File: src/rtl/mac4_producer.sv
// mac4_producer: four-lane signed multiply-accumulate feeding the ReLU stage.
// Ports:
//   clk, rst            rising-edge clock, synchronous active-high reset
//   start               begin a new accumulation (sampled only when idle)
//   in_valid            x/w0..w3 carry a valid term this cycle
//   x                   signed activation broadcast to all lanes
//   w0..w3              signed per-lane weights
//   busy                high while accumulating
//   out_ready           one-cycle strobe when out0..out3 carry a new result
//   out0..out3          registered, saturated signed lane results
module mac4_producer #(
    parameter int DATA_W  = 8,
    parameter int ACC_W   = 21,
    parameter int N_TERMS = 16
) (
    input  logic              clk,
    input  logic              rst,
    input  logic              start,
    input  logic              in_valid,
    input  logic [DATA_W-1:0] x,
    input  logic [DATA_W-1:0] w0,
    input  logic [DATA_W-1:0] w1,
    input  logic [DATA_W-1:0] w2,
    input  logic [DATA_W-1:0] w3,
    output logic              busy,
    output logic              out_ready,
    output logic [ACC_W-1:0]  out0,
    output logic [ACC_W-1:0]  out1,
    output logic [ACC_W-1:0]  out2,
    output logic [ACC_W-1:0]  out3
);
    typedef enum logic {IDLE, ACC} state_t;
    state_t            state_q, state_d;
    logic [7:0]        count_q, count_d;
    logic              out_ready_q, out_ready_d;
    logic [ACC_W-1:0]  acc_q [4];
    logic [ACC_W-1:0]  acc_d [4];
    logic [ACC_W-1:0]  out_q [4];
    logic [ACC_W-1:0]  out_d [4];
    logic [ACC_W-1:0]  sum   [4];

    // One extra guard bit: overflow shows as the top two bits disagreeing,
    // and the top bit then gives the direction of the clamp.
    function automatic logic [ACC_W-1:0] sat_add(input logic [ACC_W-1:0] a,
                                                 input logic [DATA_W-1:0] xv,
                                                 input logic [DATA_W-1:0] wv);
        logic signed [2*DATA_W-1:0] p;
        logic [ACC_W:0]             s;
        p = $signed(xv) * $signed(wv);
        s = {a[ACC_W-1], a} + {{(ACC_W+1-2*DATA_W){p[2*DATA_W-1]}}, p};
        return (s[ACC_W] != s[ACC_W-1]) ? {s[ACC_W], {(ACC_W-1){~s[ACC_W]}}} : s[ACC_W-1:0];
    endfunction

    always_comb begin
        sum[0] = sat_add(acc_q[0], x, w0);
        sum[1] = sat_add(acc_q[1], x, w1);
        sum[2] = sat_add(acc_q[2], x, w2);
        sum[3] = sat_add(acc_q[3], x, w3);
    end

    always_comb begin
        state_d     = state_q;
        count_d     = count_q;
        acc_d       = acc_q;
        out_d       = out_q;
        out_ready_d = 1'b0;
        if (state_q == IDLE) begin
            if (start) begin
                state_d = ACC;
                count_d = '0;
                acc_d   = '{default: '0};
            end
        end else if (in_valid) begin
            acc_d   = sum;
            count_d = count_q + 8'd1;
            if (count_q == 8'(N_TERMS - 1)) begin
                out_d       = sum;
                out_ready_d = 1'b1;
                state_d     = IDLE;
            end
        end
    end

    always_ff @(posedge clk) begin
        if (rst) begin
            state_q     <= IDLE;
            count_q     <= '0;
            out_ready_q <= 1'b0;
            acc_q       <= '{default: '0};
            out_q       <= '{default: '0};
        end else begin
            state_q     <= state_d;
            count_q     <= count_d;
            out_ready_q <= out_ready_d;
            acc_q       <= acc_d;
            out_q       <= out_d;
        end
    end

    assign busy      = (state_q == ACC);
    assign out_ready = out_ready_q;
    assign out0      = out_q[0];
    assign out1      = out_q[1];
    assign out2      = out_q[2];
    assign out3      = out_q[3];
endmodule

File: config.mk
export PLATFORM = sky130hd
export DESIGN_NAME = mac4_producer
export DESIGN_NICKNAME = d
export VERILOG_FILES = /design/src/rtl/mac4_producer.sv
export SDC_FILE = /design/constraint.sdc
export NUM_CORES = 1
export LEC_CHECK = 0
export ABC_AREA = 1
export BUFFER_PORTS_ARGS = -buffer_cell sky130_fd_sc_hd__buf_2
export CAP_MARGIN = 20
export CELL_PAD_IN_SITES_DETAIL_PLACEMENT = 0
export CELL_PAD_IN_SITES_GLOBAL_PLACEMENT = 2
export CORE_ASPECT_RATIO = 0.7
export CORE_MARGIN = 2
export CORE_UTILIZATION = 34
export CTS_CLUSTER_DIAMETER = 120
export CTS_CLUSTER_SIZE = 12
export DETAILED_ROUTE_END_ITERATION = 12
export PLACE_DENSITY = 0.79
export SYNTH_ARGS = -nofsm -noshare
export SYNTH_HDL_FRONTEND = slang
export SYNTH_SLANG_ARGS = --single-unit
File: constraint.sdc
create_clock -name clk -period 8 [get_ports clk]
set_input_delay 2.4 -clock clk [delete_from_list [all_inputs] [get_ports clk]]
set_output_delay 2.4 -clock clk [all_outputs]
set_load 0.005 [all_outputs]
==> results of run 1 <==
==> repair_timing <==
| action | 4_1_cts | 5_1_grt |
|---|---|---|
| buffers inserted | 0 | 5 |
| gates resized for setup | 0 | 5 |
| setup endpoints to repair | 0 | 23 |
==> worst max path at each step <==
stage	endpoint	slack [ps]	depth (start not counted)
after floorplan	acc_q[31]	3	29
after global placement	acc_q[16]	-170	29
after detailed placement	acc_q[16]	-250	29
after CTS	acc_q[16]	270	30
after global routing	acc_q[16]	10	30
final	acc_q[16]	300	30
==> area by class of cell <==
type | count | area (sq um) | share of cell area
multi-input cells | 2114 | 17000 | 0.626
flip-flops and latches | 178 | 3560 | 0.131
diodes | 1 | 2.50 | 0.0000921
repair buffers | 353 | 2550 | 0.0938
well taps | 902 | 1130 | 0.0416
inverters | 601 | 2260 | 0.0834
clock buffers | 17 | 425 | 0.0157
clock inverters | 15 | 238 | 0.00875
==> worst register-to-register path: cells and delay by family, from the launching register on <==
| kind | cells | cell delay (ps) |
|---|---|---|
| buf+inv | 6 | 460 |
| compound gates | 4 | 460 |
| flops | 1 | 370 |
| fa+ha+maj | 7 | 3110 |
| simple gates | 12 | 1210 |
==> flip-flops by register name, indices dropped and copies added (netlist names) <==
signal	flops
out0	21
count_q	8
out3	21
out1	21
out2	21
busy	1
out_ready	1
acc_q	84
==> layer usage <==
metal | track usage | routed length, microns | share of wire
met1 | 0.289 | 33800 | 0.51
met2 | 0.292 | 27800 | 0.42
met3 | 0.0418 | 3810 | 0.058
met4 | 0.0425 | 862 | 0.013
met5 | 0 | 59 | 0.00089
==> kinds of logic after synthesis <==
logic type               count (synthesis)
AO/OA/AOI/OAI                          243
adder cells (fa/ha/maj)                591
XOR/XNOR                                25
flip-flops                             178
buffers and inverters                  724
AND/OR/NAND/NOR                       1255
==> Yosys cell counts, drive strengths merged (2+ instances only) <==
| library cell | instances |
|---|---|
| nand2 | 945 |
| inv | 596 |
| fa | 384 |
| ha | 207 |
| dfxtp | 178 |
| a21oi | 171 |
| nand3 | 164 |
| nor2 | 93 |
| clkbuf | 80 |
| o21ai | 53 |
| buf | 43 |
| or2 | 19 |
| xor2 | 16 |
| nand3b | 14 |
| nand4 | 13 |
| xnor2 | 9 |
| o21bai | 7 |
| clkinv | 5 |
| nor3 | 5 |
| o21a | 3 |
| a211oi | 2 |
==> metrics by stage <==
| stage | std cells | util | cell area (sq um) | hold WS, ps | TNS, ps |
|---|---|---|---|---|---|
| after global routing | 4180 | 0.398 | 27200 | 487 | 0 |
| after global placement | 4143 | 0.388 | 26400 | 456 | -4410 |
| after floorplan | 3016 | - | 23400 | 444 | 0 |
| final | 4181 | 0.398 | 27200 | 470 | 0 |
| after CTS | 4175 | 0.398 | 27100 | 471 | 0 |
| after detailed placement | 4143 | 0.388 | 26400 | 458 | -12400 |
==> results.md, run 1 <==
- Status: finished clean
- Avg Inst Size Synth: 7.76 sq um
- Share of the synthesized area in the top cell type: 0.328
- Crit-path max cell delay: 570 ps
- Max_slew headroom: 0.455
- Worst EP required: 8430 ps
- Crit Path Max Fanout: 12
- Vias in the first global route: 20400
- Final WS setup: 303 ps
- Critical path type: input port to flip-flop
- Sequential fraction of the synthesis area: 0.152
- Die H: 224 microns
- Core area: 68200 sq um
- Crit end category: flip-flop
- Critical path buffers and inverters: 8
- Root buffer cell: clkbuf_16
- Clock tree buffer depth: 2
- Pre-CTS WS: -247 ps
- Cell Area, Synth: 23400 sq um
- CP top delay family: adder cells
- Clock Skews: 18.6 ps
- Simple-gate area share of the yosys netlist: 0.222
- Max Cap Viol: 0
- RSZ-0062 raised after global routing: no
- Async set-reset flop share out of synthesis: 0
- Tot GR Track Use: 0.196
- Initial core utilization: 0.343
- Synth Area in Compound Gates: 0.0546
- DRC: 0
- Vias: 19400
- Skew-Pair Late Insertion Delay: 510 ps
- Nets: 3900
- CP max stage cell: fa_1
- Period Utilization, post-route: 0.962
- DR pass1 iterations: 6
- Synth Area in Adders: 0.439
- Hold path depth: 2
- Synth unique cells: 41
- Max Slew Vio Count: 0
- First-pass GRT wire length: 110 mm
- Mapped Cells: 3016
- TritonCTS Sinks: 178
- GRT overflow: 0
- Min Tclk post-route: 7700 ps
- Worst-margin pin slew: 818 ps
- WP data arrival: 8130 ps
- CTS Hold Bufs: 0
- Gpl congestion: 0.862
- CTS tree: built
- Final hold vios: 0
- Post-synth EDFFs: 0
- Worst reg2reg endpoint: acc_q[16]
- Syn_nets: 3651
- XOR/XNOR Fraction of Synth Area: 0.00935
- Worst hold path class: flip-flop to flip-flop
- Main combinational cell family by area after synthesis: adder cells
- I/O pins: 130
- Worst Hold End: out1[15]
- R2R setup slack: 2300 ps
- Reg2reg start: acc_q[6]
- Critical path startpoint category: input port
- Row count: 80
- ANT nets after route: 0
- H-tree levels: 4
- Syn-to-layout area delta: 16.0%
- Wire per inst: 15.9 microns
- Cell accounting for the most synthesized area: fa_1
- Chip width: 318 microns
- Ranking of synthesized cells by area: fa_1 33%, dfxtp_1 15%, nand2_1 15%, ha_1 11%, inv_1 9.5%
- Share of layout cells above drive strength 1: 0.139
- Yosys reg bits: 178
- Via density: 4.65
- Most common flop cell mapped by yosys: dfxtp_1
- Initial antenna violation count: 5
- Largest net degree at the start of global routing: 61
- Worst hold start: out1[15]
- Fmax: 0.130 GHz
- Post-synthesis mux area share: 0
- Die ar.: 71000 sq um
- Worst Setup SP: x[7]
- Worst reg-to-reg path cell count: 29
- Initial DRC count: 1005
- Most used cell, CP: nand2_1
- Layout fillers: 7076
- Final setup violation count: 0
- Most common cell after layout, fill and taps aside: nand2_1
- CTS Buf Count: 17
- Most frequent cells in the layout: 916 x nand2_1, 593 x inv_1, 384 x fa_1
- WL final: 66.3 mm
- Post-detail-place hpwl: 54.6 mm
- Warnings, synthesis: 0
- IO Port Bufs: 129
- Clk pin slew, worst setup/hold paths: 70 ps
Power of run 1 is left out: the tool's default activity adds up to more than one toggle a clock period on the data nets, which glitch-free logic cannot reach.
==> run 2: changes to the inputs <==
--- a/config.mk
+++ b/config.mk
@@ -12,11 +12,13 @@
 export CELL_PAD_IN_SITES_GLOBAL_PLACEMENT = 2
 export CORE_ASPECT_RATIO = 0.7
 export CORE_MARGIN = 2
-export CORE_UTILIZATION = 34
+export CORE_UTILIZATION = 38
 export CTS_CLUSTER_DIAMETER = 120
 export CTS_CLUSTER_SIZE = 12
 export DETAILED_ROUTE_END_ITERATION = 12
-export PLACE_DENSITY = 0.79
+export GPL_TIMING_DRIVEN = 0
+export PLACE_DENSITY = 0.84
+export SKIP_CTS_REPAIR_TIMING = 1
 export SYNTH_ARGS = -nofsm -noshare
 export SYNTH_HDL_FRONTEND = slang
 export SYNTH_SLANG_ARGS = --single-unit
==> constraint.sdc (replaced) <==
create_clock -name clk -period 8.1 [get_ports clk]
set_input_delay 2.43 -clock clk [delete_from_list [all_inputs] [get_ports clk]]
set_output_delay 2.43 -clock clk [all_outputs]
set_load 0.005 [all_outputs]
==> run 2 against run 1 <==
  * Non-clock buffer count decreased by 81
  * Sequential share of layout area increased by 0.34 points
  * Routed wire length increased by 8.4%
  * Global-route usage increased by 3.9 points
  * Register-to-register slack improved by 30 ps
  * Via count increased by 0.37%
  * Critical path type unchanged
  * Highest routed layer unchanged
==> results.md, run 2 (same netlist as run 1, synthesis figures left out) <==
- Most common cell after layout, fill and taps aside: nand2_1
- DR pass1 iterations: 5 (-1)
- Critical path type: input port to flip-flop
- Most frequent cells in the layout: 904 x nand2_1, 584 x inv_1, 380 x fa_1
- Syn-to-layout area delta: 13.1%
- Min Tclk post-route: 7830 ps
- IO Port Bufs: 100 (-22%)
- H-tree levels: 4 (unchanged)
- CP max stage cell: fa_1
- Root buffer cell: clkbuf_16
- Die ar.: 63600 sq um (-10%)
- Worst-margin pin slew: 1030 ps (+216 ps)
- Layout fillers: 6362 (-10%)
- Area occupied by multi-input gates: 17300 sq um (+1.8%)
- Status: finished clean
- Nets: 3819 (-2.1%)
- Core area: 61200 sq um (-10%)
- Reg with most FFs: acc_q
- FF/Latch Area: 3560 sq um (unchanged)
- Clock tree buffer depth: 2 (unchanged)
- Max reg flops: 84 (unchanged)
- Max_slew headroom: 0.311 (-0.144)
- Final WS setup: 269 ps (-34.8 ps)
- Die H: 212 microns (-5.3%)
- Chip width: 301 microns (-5.3%)
- Vias in the first global route: 19900 (-2.3%)
- Via density: 4.86 (+4.5%)
- I/O pins: 130 (unchanged)
- Initial antenna violation count: 3 (-2)
- Row count: 76 (-5.0%)
- Worst EP required: 8450 ps (+20 ps)
- Critical path startpoint category: input port
- Gpl congestion: 0.861 (about the same)
- Fmax: 0.128 GHz
- CTS tree: built
- Wire per inst: 17.9 microns (+13%)
- Initial DRC count: 1221 (+21%)
- WL final: 71.9 mm (+8.4%)
- Largest net degree at the start of global routing: 18 (-70%)
- Initial core utilization: 0.382 (+0.0388)
- Period Utilization, post-route: 0.967
- Final hold vios: 0 (unchanged)
- Crit-path max cell delay: 560 ps (about the same)
- Clk pin slew, worst setup/hold paths: 70 ps (about the same)
- WP data arrival: 8180 ps (+50 ps)
- Final Util: 0.432 (+0.0340)
- Crit end category: flip-flop
- Tot GR Track Use: 0.235 (+0.0393)
- Pre-CTS WS: -1940 ps (-1700 ps)
- Skew-Pair Late Insertion Delay: 520 ps (about the same)
- Share of layout cells above drive strength 1: 0.123 (-0.0162)
- Post-detail-place hpwl: 59.2 mm (+8.5%)
- Clock Skews: 24.1 ps (+5.46 ps)
- First-pass GRT wire length: 114 mm (+3.5%)
- Worst hold path class: flip-flop to flip-flop
- Max Slew Vio Count: 0 (unchanged)
- TritonCTS Sinks: 178 (unchanged)
- Final setup violation count: 0 (unchanged)
- Vias: 19500 (+0.37%)
- DRC: 0 (unchanged)
- CTS Buf Count: 17 (unchanged)
- Max Cap Viol: 0 (unchanged)
- ANT nets after route: 0 (unchanged)
- GRT overflow: 0 (unchanged)
- Most used cell, CP: nand2_1
- Crit Path Max Fanout: 10 (-2)
-- run 2: cell count changes in the layout (fill, tap and decap cells not counted), sizes merged --
cell / delta
bufinv: -2
clkbuf: +65
clkinvlp: +8
buf: -145
inv: -3
clkinv: -4
-- run 2: worst paths after layout --
path,start,endpoint,slack (ps),depth (start not counted)
max reg2reg,acc_q[6],acc_q[19],2330,30
min,acc_q[67],acc_q[67],470,2
max,x[7],acc_q[59],270,29
min reg2reg,acc_q[67],acc_q[67],470,2
-- run 2: critical path, delay by kind of cell --
family	cells	cell delay, ps
AND/OR/NAND/NOR	10	1100
adder cells (fa/ha/maj)	7	2960
buffers and inverters	8	1270
AO/OA/AOI/OAI	4	390
-- run 2: cell type report --
type	count	area share
clock buffer	18	0.0166
buffer	122	0.0292
clock inverter	14	0.00628
multi-input combinational	2114	0.653
tap	819	0.0387
timing repair buffer	150	0.0349
sequential	178	0.135
inverter	601	0.0865
antenna	1	0.0000945
-- run 2: routing by layer --
metal / global-route usage / wire length [microns]
met4: 0.0580 / 1200
met2: 0.337 / 29400
met1: 0.349 / 35800
met5: 0 / 17
met3: 0.0616 / 5500
-- run 2: metrics by stage --
stage	hold WS (ps)	cell area [sq um]	TNS (ps)	instances
final	468	26500	0	4017
after global routing	487	26500	-159	4016
after CTS	468	25500	-119160	3967
after detailed placement	457	24900	-205730	3935
after global placement	454	24900	-204310	3935
after floorplan	444	23400	0	3016
Power of run 2 is left out for the same reason.
==> run 3: changes to the inputs <==
--- a/config.mk
+++ b/config.mk
@@ -17,8 +17,9 @@
 export CTS_CLUSTER_SIZE = 12
 export DETAILED_ROUTE_END_ITERATION = 12
 export GPL_TIMING_DRIVEN = 0
-export PLACE_DENSITY = 0.84
+export PLACE_DENSITY = 0.93
 export SKIP_CTS_REPAIR_TIMING = 1
+export SLEW_MARGIN = 20
 export SYNTH_ARGS = -nofsm -noshare
 export SYNTH_HDL_FRONTEND = slang
 export SYNTH_SLANG_ARGS = --single-unit
==> run 3 against run 2 <==
  * Hold slack better by 2.1 ps
  * Critical path depth unchanged
  * Die area is the same
  * Cell count about the same
  * Clock skew is essentially flat
  * Sequential cell count is the same
  * Critical path type unchanged
  * Largest cell class unchanged
==> results.md, run 3 (same netlist as run 1, synthesis figures left out) <==
- Critical path type: input port to flip-flop
- Nets: 3813 (-0.16%)
- Final hold vios: 0 (unchanged)
- IO Port Bufs: 100 (unchanged)
- Period Utilization, post-route: 0.964 (-0.00243)
- I/O pins: 130 (unchanged)
- Most used cell, CP: nand2_1
- Layout fillers: 6343 (-0.30%)
- CTS Buf Count: 17 (unchanged)
- Worst EP required: 8540 ps (+90 ps)
- Via density: 4.72 (-2.8%)
- Largest net degree at the start of global routing: 20 (+2)
- Syn-to-layout area delta: 13.2% (about the same)
- Max Cap Viol: 0 (unchanged)
- ANT nets after route: 0 (unchanged)
- Max Slew Vio Count: 0 (unchanged)
- Initial antenna violation count: 5 (+2)
- Tot GR Track Use: 0.226 (-0.00900)
- Pre-CTS WS: -2080 ps (-139 ps)
- Row count: 76 (unchanged)
- DRC: 0 (unchanged)
- Most frequent cells in the layout: 910 x nand2_1, 580 x inv_1, 378 x fa_1
- Skew-Pair Late Insertion Delay: 530 ps (about the same)
- Die H: 212 microns (unchanged)
- Fmax: 0.128 GHz (+0.25%)
- Final Non-Filler Cells: 4015 (-0.050%)
- CP max stage cell: fa_1
- Worst hold path class: flip-flop to flip-flop
- Worst-margin pin slew: 1080 ps (+49.2 ps)
- Post-detail-place hpwl: 57.3 mm (-3.3%)
- Min Tclk post-route: 7810 ps (-19.7 ps)
- Initial DRC count: 1132 (-7.3%)
- CTS tree: built
- GRT overflow: 0 (unchanged)
- Clock Skews: 24.1 ps (-0.00240 ps)
- Max_slew headroom: 0.278 (-0.0328)
- Critical path startpoint category: input port
- Critical path buffers and inverters: 7 (-1)
- Reg with most FFs: acc_q
- Inst Count DP: 3935 (unchanged)
- Chip width: 301 microns (unchanged)
- WL final: 69.1 mm (-3.8%)
- Final setup violation count: 0 (unchanged)
- Vias in the first global route: 18700 (-6.0%)
- Final WS setup: 288 ps (+19.7 ps)
- Root buffer cell: clkbuf_16
- Vias: 19000 (-2.8%)
- Wire per inst: 17.2 microns (-3.8%)
- Max reg flops: 84 (unchanged)
- CP top delay family: adder cells
- TritonCTS Sinks: 178 (unchanged)
- Clk pin slew, worst setup/hold paths: 80 ps (about the same)
- Die ar.: 63600 sq um (unchanged)
- DR pass1 iterations: 5 (unchanged)
- H-tree levels: 4 (unchanged)
- Clock tree buffer depth: 2 (unchanged)
- Crit-path max cell delay: 570 ps (about the same)
- Status: finished clean
- Gpl congestion: 0.875 (+1.6%)
- Crit Path Max Fanout: 10 (unchanged)
- Core area: 61200 sq um (unchanged)
- Share of layout cells above drive strength 1: 0.124 (+0.000545)
- First-pass GRT wire length: 109 mm (-4.4%)
- Post-DP Area: 24900 sq um (about the same)
- Initial core utilization: 0.382 (unchanged)
- Crit end category: flip-flop
- Most common cell after layout, fill and taps aside: nand2_1
- WP data arrival: 8250 ps (+70 ps)
- Design area: 26500 sq um (about the same)
- Final Util: 0.433 (about the same)
run 3: layout make-up:
| type | instances | area (sq um) | area share |
|---|---|---|---|
| Antenna cell | 5 | 12.5 | 0.000472 |
| Buffer | 122 | 791 | 0.0298 |
| Clock buffer | 17 | 425 | 0.0161 |
| Clock inverter | 15 | 235 | 0.00888 |
| Inverter | 601 | 2290 | 0.0865 |
| Multi-Input combinational cell | 2114 | 17300 | 0.651 |
| Sequential cell | 178 | 3560 | 0.134 |
| Tap cell | 819 | 1020 | 0.0387 |
| Timing Repair Buffer | 144 | 898 | 0.0339 |
run 3: path summary, 6_finish.rpt:
check	start	end	slack, ps	cells past startpoint
max	x[7]	acc_q[60]	290	29
min	acc_q[44]	acc_q[44]	470	2
max reg2reg	acc_q[48]	acc_q[60]	2270	28
min reg2reg	acc_q[44]	acc_q[44]	470	2
run 3: metrics by stage:
stage | hold WS [ps] | setup TNS, ps
global route | 481 | -639
finish | 470 | 0
detailed placement | 456 | -206860
floorplan | 444 | 0
global placement | 454 | -206620
CTS | 468 | -126730
run 3: layer usage:
metal,up-vias,global-route usage,part of all wire
met3,59,0.0759,0.094
li1,9405,-,-
met4,4,0.0455,0.014
met5,-,0,0.00038
met1,8972,0.346,0.51
met2,523,0.304,0.39
run 3: worst register-to-register path: cells and delay by family (launching register included):
kind / cells / cell delay, ps
buffers and inverters: 6 / 570
AOI/OAI and AO/OA: 2 / 210
DFF: 1 / 350
adders and majority gates: 7 / 3170
and+or+nand+nor: 13 / 1470
Power of run 3 is left out for the same reason.
